--- src/rtl/pitch_pkg.sv ---
// pitch_pkg: shared widths, default thresholds and FSM state type for the
// pitch detector.
//   SAMPLE_W / PERIOD_W : sample and period widths
//   ACC_W               : width of the period accumulator
//   *_DEFAULT           : default hysteresis / period limits
//   DC_W / DC_FRAC      : DC estimate format (12.6 fixed point)
//   pitch_state_e       : zero-crossing tracker states
//   sat_sample()        : clamps a one-bit-wider signed value to SAMPLE_W
package pitch_pkg;

    localparam int SAMPLE_W = 12;
    localparam int PERIOD_W = 10;
    localparam int ACC_W    = 12;

    localparam int HYST_DEFAULT       = 64;
    localparam int MIN_PERIOD_DEFAULT = 16;
    localparam int MAX_PERIOD_DEFAULT = 1023;

    localparam int DC_W    = 18;
    localparam int DC_FRAC = 6;

    typedef enum logic [1:0] {
        ST_SYNC = 2'd0,
        ST_LOW  = 2'd1,
        ST_HIGH = 2'd2
    } pitch_state_e;

    // Clamp a (SAMPLE_W+1)-bit signed difference into the SAMPLE_W range.
    function automatic logic [SAMPLE_W-1:0] sat_sample(input logic [SAMPLE_W:0] v);
        logic [SAMPLE_W-1:0] r;
        if (v[SAMPLE_W] != v[SAMPLE_W-1]) begin
            r = v[SAMPLE_W] ? {1'b1, {(SAMPLE_W-1){1'b0}}} : {1'b0, {(SAMPLE_W-1){1'b1}}};
        end else begin
            r = v[SAMPLE_W-1:0];
        end
        return r;
    endfunction

endpackage

--- src/rtl/pitch_dc_block.sv ---
// pitch_dc_block: running DC estimate removed from the incoming samples.
//   clk          : clock
//   reset        : synchronous active-high reset (estimate cleared to 0)
//   sample_valid : qualifies sample
//   sample       : signed input sample
//   sample_out   : sample minus the current DC estimate, saturated
// The output uses the estimate held before this sample's update, so the
// path is purely combinational and adds no latency.
module pitch_dc_block
    import pitch_pkg::*;
(
    input  logic                clk,
    input  logic                reset,
    input  logic                sample_valid,
    input  logic [SAMPLE_W-1:0] sample,
    output logic [SAMPLE_W-1:0] sample_out
);

    logic signed [DC_W-1:0]     dc_q;
    logic signed [DC_W-1:0]     dc_d;
    logic signed [DC_W-1:0]     samp_fx;
    logic signed [DC_W:0]       diff;
    logic signed [DC_W:0]       step;
    logic signed [DC_W:0]       dc_sum;
    logic [SAMPLE_W-1:0]        dc_int;
    logic [SAMPLE_W:0]          s_wide;

    always_comb begin
        samp_fx = {sample, {DC_FRAC{1'b0}}};
        diff    = {samp_fx[DC_W-1], samp_fx} - {dc_q[DC_W-1], dc_q};
        // Arithmetic shift: the estimate moves 1/64 of the error per sample.
        step    = diff >>> DC_FRAC;
        dc_sum  = {dc_q[DC_W-1], dc_q} + step;
        dc_d    = sample_valid ? dc_sum[DC_W-1:0] : dc_q;
        // Integer part of the estimate (floor of the 12.6 value).
        dc_int  = dc_q[DC_W-1:DC_FRAC];
        s_wide  = {sample[SAMPLE_W-1], sample} - {dc_int[SAMPLE_W-1], dc_int};
        sample_out = sat_sample(s_wide);
    end

    always_ff @(posedge clk) begin
        if (reset) begin
            dc_q <= '0;
        end else begin
            dc_q <= dc_d;
        end
    end

endmodule

--- src/rtl/pitch_detect.sv ---
// pitch_detect: hysteresis zero-crossing pitch tracker.
//   clk          : clock
//   reset        : synchronous active-high reset
//   sample_valid : one-cycle strobe qualifying sample
//   sample       : signed PCM sample
//   period_out   : average of 2^AVG_LOG2 accepted periods, in samples
//   period_valid : one-cycle pulse when period_out updates
//   voiced       : high while a periodic input is being tracked
// Build option: define PITCH_DC_BLOCK_EN to subtract a running DC estimate
// (pitch_dc_block) from the samples before crossing detection.
module pitch_detect
    import pitch_pkg::*;
#(
    parameter int HYST       = HYST_DEFAULT,
    parameter int MIN_PERIOD = MIN_PERIOD_DEFAULT,
    parameter int MAX_PERIOD = MAX_PERIOD_DEFAULT,
    parameter int AVG_LOG2   = 2
) (
    input  logic                clk,
    input  logic                reset,
    input  logic                sample_valid,
    input  logic [SAMPLE_W-1:0] sample,
    output logic [PERIOD_W-1:0] period_out,
    output logic                period_valid,
    output logic                voiced
);

    localparam int NW = AVG_LOG2 + 1;
    localparam logic signed [SAMPLE_W-1:0] HYST_P    = SAMPLE_W'(HYST);
    localparam logic signed [SAMPLE_W-1:0] HYST_N    = SAMPLE_W'(-HYST);
    localparam logic [PERIOD_W-1:0]        MIN_P     = PERIOD_W'(MIN_PERIOD);
    localparam logic [PERIOD_W-1:0]        MAX_P     = PERIOD_W'(MAX_PERIOD);
    localparam logic [NW-1:0]              NACC_FULL = NW'(1 << AVG_LOG2);

    logic [SAMPLE_W-1:0]        s_cond;
    logic signed [SAMPLE_W-1:0] s_signed;
    logic                       above;
    logic                       below;

`ifdef PITCH_DC_BLOCK_EN
    pitch_dc_block u_dc_block (
        .clk          (clk),
        .reset        (reset),
        .sample_valid (sample_valid),
        .sample       (sample),
        .sample_out   (s_cond)
    );
`else
    assign s_cond = sample;
`endif

    assign s_signed = s_cond;
    assign above    = (s_signed > HYST_P);
    assign below    = (s_signed < HYST_N);

    pitch_state_e        state_q, state_d;
    logic [PERIOD_W-1:0] cnt_q, cnt_d;
    logic [ACC_W-1:0]    acc_q, acc_d;
    logic [NW-1:0]       nacc_q, nacc_d;
    logic                ref_q, ref_d;      // a reference crossing has been seen
    logic [PERIOD_W-1:0] period_q, period_d;
    logic                pv_q, pv_d;
    logic                voiced_q, voiced_d;

    logic [PERIOD_W-1:0] cnt_inc;
    logic [ACC_W-1:0]    acc_sum;
    logic [NW-1:0]       nacc_inc;

    always_comb begin
        state_d  = state_q;
        cnt_d    = cnt_q;
        acc_d    = acc_q;
        nacc_d   = nacc_q;
        ref_d    = ref_q;
        period_d = period_q;
        pv_d     = 1'b0;
        voiced_d = voiced_q;
        cnt_inc  = cnt_q + PERIOD_W'(1);
        acc_sum  = acc_q + ACC_W'(cnt_q);
        nacc_inc = nacc_q + NW'(1);

        if (sample_valid) begin
            unique case (state_q)
                ST_SYNC: begin
                    // Arm on the first clearly negative sample; count from 0.
                    if (below) begin
                        state_d = ST_LOW;
                        cnt_d   = '0;
                    end
                end
                ST_LOW, ST_HIGH: begin
                    if (state_q == ST_LOW && above) begin
                        // Rising crossing: cnt_q is the number of samples
                        // since the previous crossing sample.
                        state_d = ST_HIGH;
                        cnt_d   = PERIOD_W'(1);
                        ref_d   = 1'b1;
                        if (ref_q) begin
                            if (cnt_q >= MIN_P) begin
                                if (nacc_inc == NACC_FULL) begin
                                    period_d = PERIOD_W'(acc_sum >> AVG_LOG2);
                                    pv_d     = 1'b1;
                                    voiced_d = 1'b1;
                                    acc_d    = '0;
                                    nacc_d   = '0;
                                end else begin
                                    acc_d  = acc_sum;
                                    nacc_d = nacc_inc;
                                end
                            end else begin
                                // Too short to be a pitch period: restart average.
                                acc_d  = '0;
                                nacc_d = '0;
                            end
                        end
                    end else begin
                        if (state_q == ST_HIGH && below) begin
                            state_d = ST_LOW;
                        end
                        cnt_d = cnt_inc;
                        if (cnt_inc == MAX_P) begin
                            // Silence timeout: drop tracking, keep last period.
                            state_d  = ST_SYNC;
                            cnt_d    = '0;
                            acc_d    = '0;
                            nacc_d   = '0;
                            ref_d    = 1'b0;
                            voiced_d = 1'b0;
                        end
                    end
                end
                default: begin
                    state_d = ST_SYNC;
                end
            endcase
        end
    end

    always_ff @(posedge clk) begin
        if (reset) begin
            state_q  <= ST_SYNC;
            cnt_q    <= '0;
            acc_q    <= '0;
            nacc_q   <= '0;
            ref_q    <= 1'b0;
            period_q <= '0;
            pv_q     <= 1'b0;
            voiced_q <= 1'b0;
        end else begin
            state_q  <= state_d;
            cnt_q    <= cnt_d;
            acc_q    <= acc_d;
            nacc_q   <= nacc_d;
            ref_q    <= ref_d;
            period_q <= period_d;
            pv_q     <= pv_d;
            voiced_q <= voiced_d;
        end
    end

    assign period_out   = period_q;
    assign period_valid = pv_q;
    assign voiced       = voiced_q;

endmodule

--- config.mk ---
export PLATFORM = sky130hd
export DESIGN_NAME = pitch_detect
export DESIGN_NICKNAME = d
export VERILOG_FILES = /design/src/rtl/pitch_pkg.sv /design/src/rtl/pitch_dc_block.sv /design/src/rtl/pitch_detect.sv
export SDC_FILE = /design/constraint.sdc
export NUM_CORES = 1
export LEC_CHECK = 0
export ABC_AREA = 1
export BUFFER_PORTS_ARGS = -buffer_cell sky130_fd_sc_hd__buf_2
export CORE_UTILIZATION = 56
export CTS_BUF_LIST = sky130_fd_sc_hd__clkbuf_4
export CTS_CLUSTER_SIZE = 30
export DETAILED_ROUTE_END_ITERATION = 12
export PLACE_DENSITY_LB_ADDON = 0.05
export SYNTH_ARGS = -nofsm -noshare
export SYNTH_HDL_FRONTEND = slang
export SYNTH_SLANG_ARGS = --single-unit
--- constraint.sdc ---
create_clock -name clk -period 3.2 [get_ports clk]
set_input_delay 0 -clock clk [delete_from_list [all_inputs] [get_ports clk]]
set_output_delay 0 -clock clk [all_outputs]
set_load 0.05 [all_outputs]
==> results.json, run 1 <==
{
  "clock-root-buffer": "clkbuf_4",
  "clockPowerShare_pct": 31.8,
  "r2r-start": "nacc_q[0]",
  "routed_via_density": 5.29,
  "clk_latency_ps": 360,
  "cellPowerDensity_nw_per_um2": 354,
  "yosys.area.top_type": "dfxtp_1",
  "final_util_pct": 63.8,
  "grt_use_total_pct": 27.1,
  "min_to": "state_q[1]",
  "grt_max_degree": 27,
  "fin_crit_sh_pct": 73.1,
  "p_leak_nw": 1.38,
  "fmax_mhz": 427,
  "gp_congestion": 0.882,
  "vias": 2755,
  "io_pins": 27,
  "path_cells": "ha_1 > xor2_1 > nand2_1 > nor3_4 > nand3_1 > o21ai_0 > a21oi_1",
  "setup_viol": 0,
  "postRouteAntennaNets": 0,
  "routed_wl_um": 6460,
  "instances_no_fill": 521,
  "die_w_um": 72.8,
  "p_sw_uw": 333,
  "tns_ps": 0,
  "cts_tree": "done",
  "worst_slew_pin_slew_ps": 857,
  "grt-ovfl-total": 0,
  "core_area_um2": 4790,
  "path_max_fanout": 16,
  "dieArea_um2": 5290,
  "drtIter0Drc": 98,
  "rr_worst_depth": 7,
  "clock_skew_ps": 12.4,
  "p_sw_share_pct": 30.8,
  "synthTopCellsByCount": "nand2_1, inv_1, a21oi_1, nor2_1, dfxtp_1",
  "hold_buffers": 0,
  "yosysWarnings": 0,
  "hold_viol_final": 0,
  "cp-start-kind": "flop",
  "post_drt_wl_per_cell_um": 12.4,
  "initial_core_util_pct": 58.6,
  "max_stage_delay_ps": 390,
  "seqPwrFrac_pct": 49.5,
  "hold_class": "input pin to flop",
  "max-vdd-ir-drop_uv": 246,
  "rrSetupSlack_ps": 860,
  "antenna_cells": 0,
  "synth-edff-count": 0,
  "ys_seq_area_share_pct": 28.6,
  "p_int_uw": 748,
  "final_max_slew_viol_count": 0,
  "rsz0062_at_grt": "false",
  "ctsResizeCount": 0,
  "cpMaxStageDelayCell": "dfxtp_1",
  "drc_errors": 0,
  "dp_cells": 513,
  "numPortBuffers": 26,
  "r2r_end": "period_out[0]",
  "outcome": "completed",
  "antenna_found_initial": 0,
  "relSlewSlack_pct": 42.7,
  "yosysTopAreaCellShare_pct": 28.6,
  "synth_cells": 431,
  "hold_depth": 5,
  "cts_buffers": 5,
  "worstPathArrival_ps": 2570,
  "crit_required_ps": 3430,
  "place_hpwl_um": 4970,
  "h-tree-depth": 2,
  "final_nets": 488,
  "synth_most_common_cell": "nand2_1",
  "grt_pass1_vias": 2544,
  "clockBufferDepth": 2,
  "cts_setup_buffers": 0,
  "whs_ps": 37.5,
  "synth_flop_cell": "dfxtp_1",
  "min_period_ps": 2340,
  "end_kind": "flop",
  "clock_sinks": 40,
  "async_flop_share_pct": 0,
  "die_h_um": 72.8,
  "cap_violations": 0,
  "pwr-share-comb_pct": 18.8,
  "syn_nets": 466,
  "synth_area_um2": 2800,
  "hold_start": "sample_valid",
  "yosysUniqueCellTypes": 31,
  "synthTopCellsByArea": "dfxtp_1, nand2_1, ha_1",
  "first_pass_iters": 4,
  "rows": 25,
  "syn_to_final_growth_pct": 8.84,
  "path_class": "flop to flop",
  "clkTransAtPathRegs_ps": 110,
  "grt_pass1_wl_um": 11300,
  "drive_above_1_share_pct": 11.9,
  "synth_seq_cells": 40,
  "syn_avg_cell_area_um2": 6.51
}
==> cell families (layout without fill, tap and decap cells) <==
kind of cell / Yosys count / count (layout) / share of synthesized area (%)
XOR/XNOR: 5 / 5 / 1.56
buffers and inverters: 61 / 84 / 8.57
AND/OR/NAND/NOR: 247 / 247 / 41.7
flip-flops: 40 / 40 / 28.6
adder cells (fa/ha/maj): 20 / 20 / 9.19
AO/OA/AOI/OAI: 58 / 58 / 10.4
==> sequential cells by signal (all words and copies together) (netlist names) <==
| signal | flops |
|---|---|
| nacc_q | 3 |
| ref_q | 1 |
| cnt_q | 10 |
| period_out | 10 |
| state_q | 2 |
| acc_q | 12 |
| voiced | 1 |
| period_valid | 1 |
==> worst max-delay path, delay by kind of cell, from the launching register on <==
kind / cells / cell delay (ps)
adder cells (fa/ha/maj): 1 / 180
flip-flops: 1 / 390
AO/OA/AOI/OAI: 2 / 370
AND/OR/NAND/NOR: 3 / 1100
XOR/XNOR: 1 / 180
==> power groups by stage <==
stage | registers [mW] | logic [mW] | clock network [mW]
after floorplan | 0.539 | 0.159 | 0
after global placement | 0.545 | 0.197 | 0
after detailed placement | 0.546 | 0.200 | 0
after CTS | 0.535 | 0.202 | 0.351
after global routing | 0.539 | 0.232 | 0.364
final | 0.534 | 0.203 | 0.343
==> final cells by class <==
class	instances	area, um^2
Inverter	49	186
Multi-Input combinational cell	330	1760
Fill cell	501	1730
Timing Repair Buffer	27	138
Clock inverter	2	35.0
Clock buffer	6	45.0
Tap cell	67	83.8
Sequential cell	40	801
==> metal layers <==
layer	up-vias	global-route usage, %	share of wire, %
met5	-	0	0
met4	0	8.06	1.6
met3	9	4.42	3.9
met2	63	46.1	45
met1	1232	35.2	49
li1	1451	-	-
==> placed cells by master (no fill, tap or decap), drive strengths merged <==
master	count
o21ai	14
nor3	1
xnor2	3
nand3b	6
clkinv	2
ha	19
nor4	3
bufinv	1
clkbuf	6
nand3	36
nand2	131
a31oi	1
or2	2
inv	48
a21oi	43
nand4	20
fa	1
nor2	48
xor2	2
dfxtp	40
buf	27
==> how the worst max path moves through the flow <==
stage / from / to / depth (start not counted)
after floorplan: cnt_q[1] / acc_q[10] / 13
after global placement: nacc_q[0] / period_out[3] / 7
after detailed placement: nacc_q[0] / period_out[3] / 7
after CTS: nacc_q[0] / period_out[0] / 7
after global routing: nacc_q[0] / period_out[3] / 7
final: nacc_q[0] / period_out[0] / 7
==> stage by stage <==
step           cell area, um^2  total power, mW  setup slack, ps
2_1_floorplan             2800            0.698             1330
3_3_place_gp              2970            0.742             1020
3_5_place_dp              2970            0.747              891
4_1_cts                   3050             1.09              873
5_1_grt                   3050             1.13              582
6_report                  3050             1.08              859
Note: power is estimated with default switching activity, not from simulation.
==> inputs of run 2 (changes only) <==
==> constraint.sdc (replaced) <==
create_clock -name clk -period 2.3 [get_ports clk]
set_input_delay 0 -clock clk [delete_from_list [all_inputs] [get_ports clk]]
set_output_delay 0 -clock clk [all_outputs]
set_load 0.05 [all_outputs]
==> results.json, run 2 (synthesis gave the netlist of run 1 again) <==
{
  "outcome": "completed",
  "numPortBuffers": 26,
  "grt-ovfl-total": 0,
  "r2r-start": "cnt_q[0]",
  "fill_cells": 476,
  "regMostFlops": "acc_q",
  "path_class": "flop to flop",
  "cts_buffers": 5,
  "critPathBufInv": 2,
  "clk_latency_ps": 360,
  "final_max_slew_viol_count": 0,
  "seqPwrFrac_pct": 52.5,
  "cellPowerDensity_nw_per_um2": 463,
  "syn_to_final_growth_pct": 9.55,
  "grt_pass1_wl_um": 11200,
  "die_w_um": 72.8,
  "cts_tree": "done",
  "dieArea_um2": 5290,
  "hold_buffers": 0,
  "tns_ps": 0,
  "vias": 2816,
  "post_drt_wl_per_cell_um": 12.5,
  "drtIter0Drc": 143,
  "path_common_cell": "nand2_1",
  "fin_crit_sh_pct": 90.8,
  "initial_core_util_pct": 58.6,
  "die_h_um": 72.8,
  "first_pass_iters": 5,
  "min_period_ps": 2090,
  "final_nets": 493,
  "final_common_cell": "nand2_1",
  "hold_viol_final": 0,
  "p_sw_share_pct": 34.6,
  "pwr-share-comb_pct": 21.0,
  "instances_no_fill": 526,
  "relSlewSlack_pct": 69.2,
  "rsz0062_at_grt": "false",
  "clock_sinks": 40,
  "gp_congestion": 0.946,
  "fmax_mhz": 479,
  "antenna_found_initial": 0,
  "antenna_cells": 0,
  "p_int_uw": 930,
  "h-tree-depth": 2,
  "final_util_pct": 64.2,
  "max-vdd-ir-drop_uv": 311,
  "clockBufferDepth": 2,
  "grt_use_total_pct": 27.4,
  "rows": 25,
  "drc_errors": 0,
  "clock_skew_ps": 17.7,
  "path_cells": "ha_1 > nand2_1 > inv_1 > nand2_1 > inv_1 > nor2_1 > nand2_1 > nor2_4 > nand2_4 > nand2_8 > nand2_4 > nor2_8 > nand2_1 > a21oi_1",
  "path_max_fanout": 10,
  "clockPowerShare_pct": 26.6,
  "cpMaxStageDelayCell": "dfxtp_1",
  "p_leak_nw": 1.39,
  "postRouteAntennaNets": 0,
  "grt_pass1_vias": 2438,
  "clock-root-buffer": "clkbuf_4",
  "cp-start-kind": "flop",
  "startpoint": "cnt_q[0]",
  "worst_slew_pin_slew_ps": 462,
  "hold_start": "sample_valid",
  "final_cell_mix": "nand2_1, inv_1, nor2_1, a21oi_1, dfxtp_1",
  "setup_viol": 0,
  "clkTransAtPathRegs_ps": 130,
  "dp_cells": 518,
  "worstPathArrival_ps": 2390,
  "end_kind": "flop",
  "crit_required_ps": 2600,
  "cap_violations": 0,
  "core_area_um2": 4790,
  "largest_reg_flops": 12,
  "routed_via_density": 5.35,
  "max_stage_delay_ps": 380,
  "io_pins": 27,
  "hold_class": "input pin to flop",
  "place_hpwl_um": 5000,
  "cp_top_family": "simple AND/OR/NAND/NOR gates",
  "p_sw_uw": 491,
  "drive_above_1_share_pct": 13.1,
  "routed_wl_um": 6570,
  "cts_setup_buffers": 0,
  "grt_max_degree": 26
}
==> run 2: cell types whose count changed in the layout (fill, tap and decap cells not counted) <==
cell,before,now
buf_4,1,6
clkinvlp_4,0,2
bufinv_16,1,0
clkbuf_4,6,5
clkinv_2,1,0
clkinv_4,0,1
dfxtp_1,40,39
dfxtp_2,0,1
==> run 2: timing repair <==
| action | 4_1_cts | 5_1_grt |
|---|---|---|
| hold endpoints to repair | 0 | 0 |
| gates resized for setup | 0 | 1 |
| setup endpoints to repair | 0 | 6 |
==> run 2: tightest hold or removal path, stage by stage <==
cell     delay, ps
buf_2          110
nand2_1         80
inv_1           50
nand2_1         60
a21oi_1         60
==> run 2: final cells by class <==
type                    instances  area [um^2]  area share (%)
flip-flops and latches         40          802            26.1
multi-input cells             330         1760            57.4
clock inverters                 3         23.8           0.774
clock buffers                   5         37.5            1.22
well taps                      67         83.8            2.73
inverters                      49          186            6.07
repair buffers                 32          175            5.70
==> run 2: metrics by stage <==
| stage | cell area (um^2) | power (mW) | hold slack [ps] | setup WS [ps] |
|---|---|---|---|---|
| detailed placement | 3010 | 1.05 | 410 | 174 |
| finish | 3070 | 1.42 | 44.3 | 211 |
| global route | 3070 | 1.50 | 57.0 | 31.6 |
| floorplan | 2800 | 0.971 | 260 | 435 |
| global placement | 3010 | 1.05 | 405 | 249 |
| CTS | 3070 | 1.43 | 19.8 | 149 |
==> run 2: metal layers <==
layer,track usage (%),vias up,part of all wire [%]
met3,5.39,7,7.1
met2,43.8,101,44
li1,-,1456,-
met4,8.28,0,1.6
met1,37.3,1252,48
met5,0,-,0
==> run 2: worst paths after layout <==
kind                            slack [ps]    endpoint  cells after the start
worst max-delay path                   210   acc_q[11]                     14
worst min-delay path                    40  state_q[1]                      5
worst max register to register         210   acc_q[11]                     14
worst min register to register         460      voiced                      2
==> run 2: power groups by stage <==
stage               sequential, mW  clock, mW  combinational, mW
finish                       0.746      0.377              0.298
global route                 0.750      0.414              0.338
CTS                          0.746      0.395              0.293
detailed placement           0.761          0              0.292
global placement             0.760          0              0.287
floorplan                    0.750          0              0.221
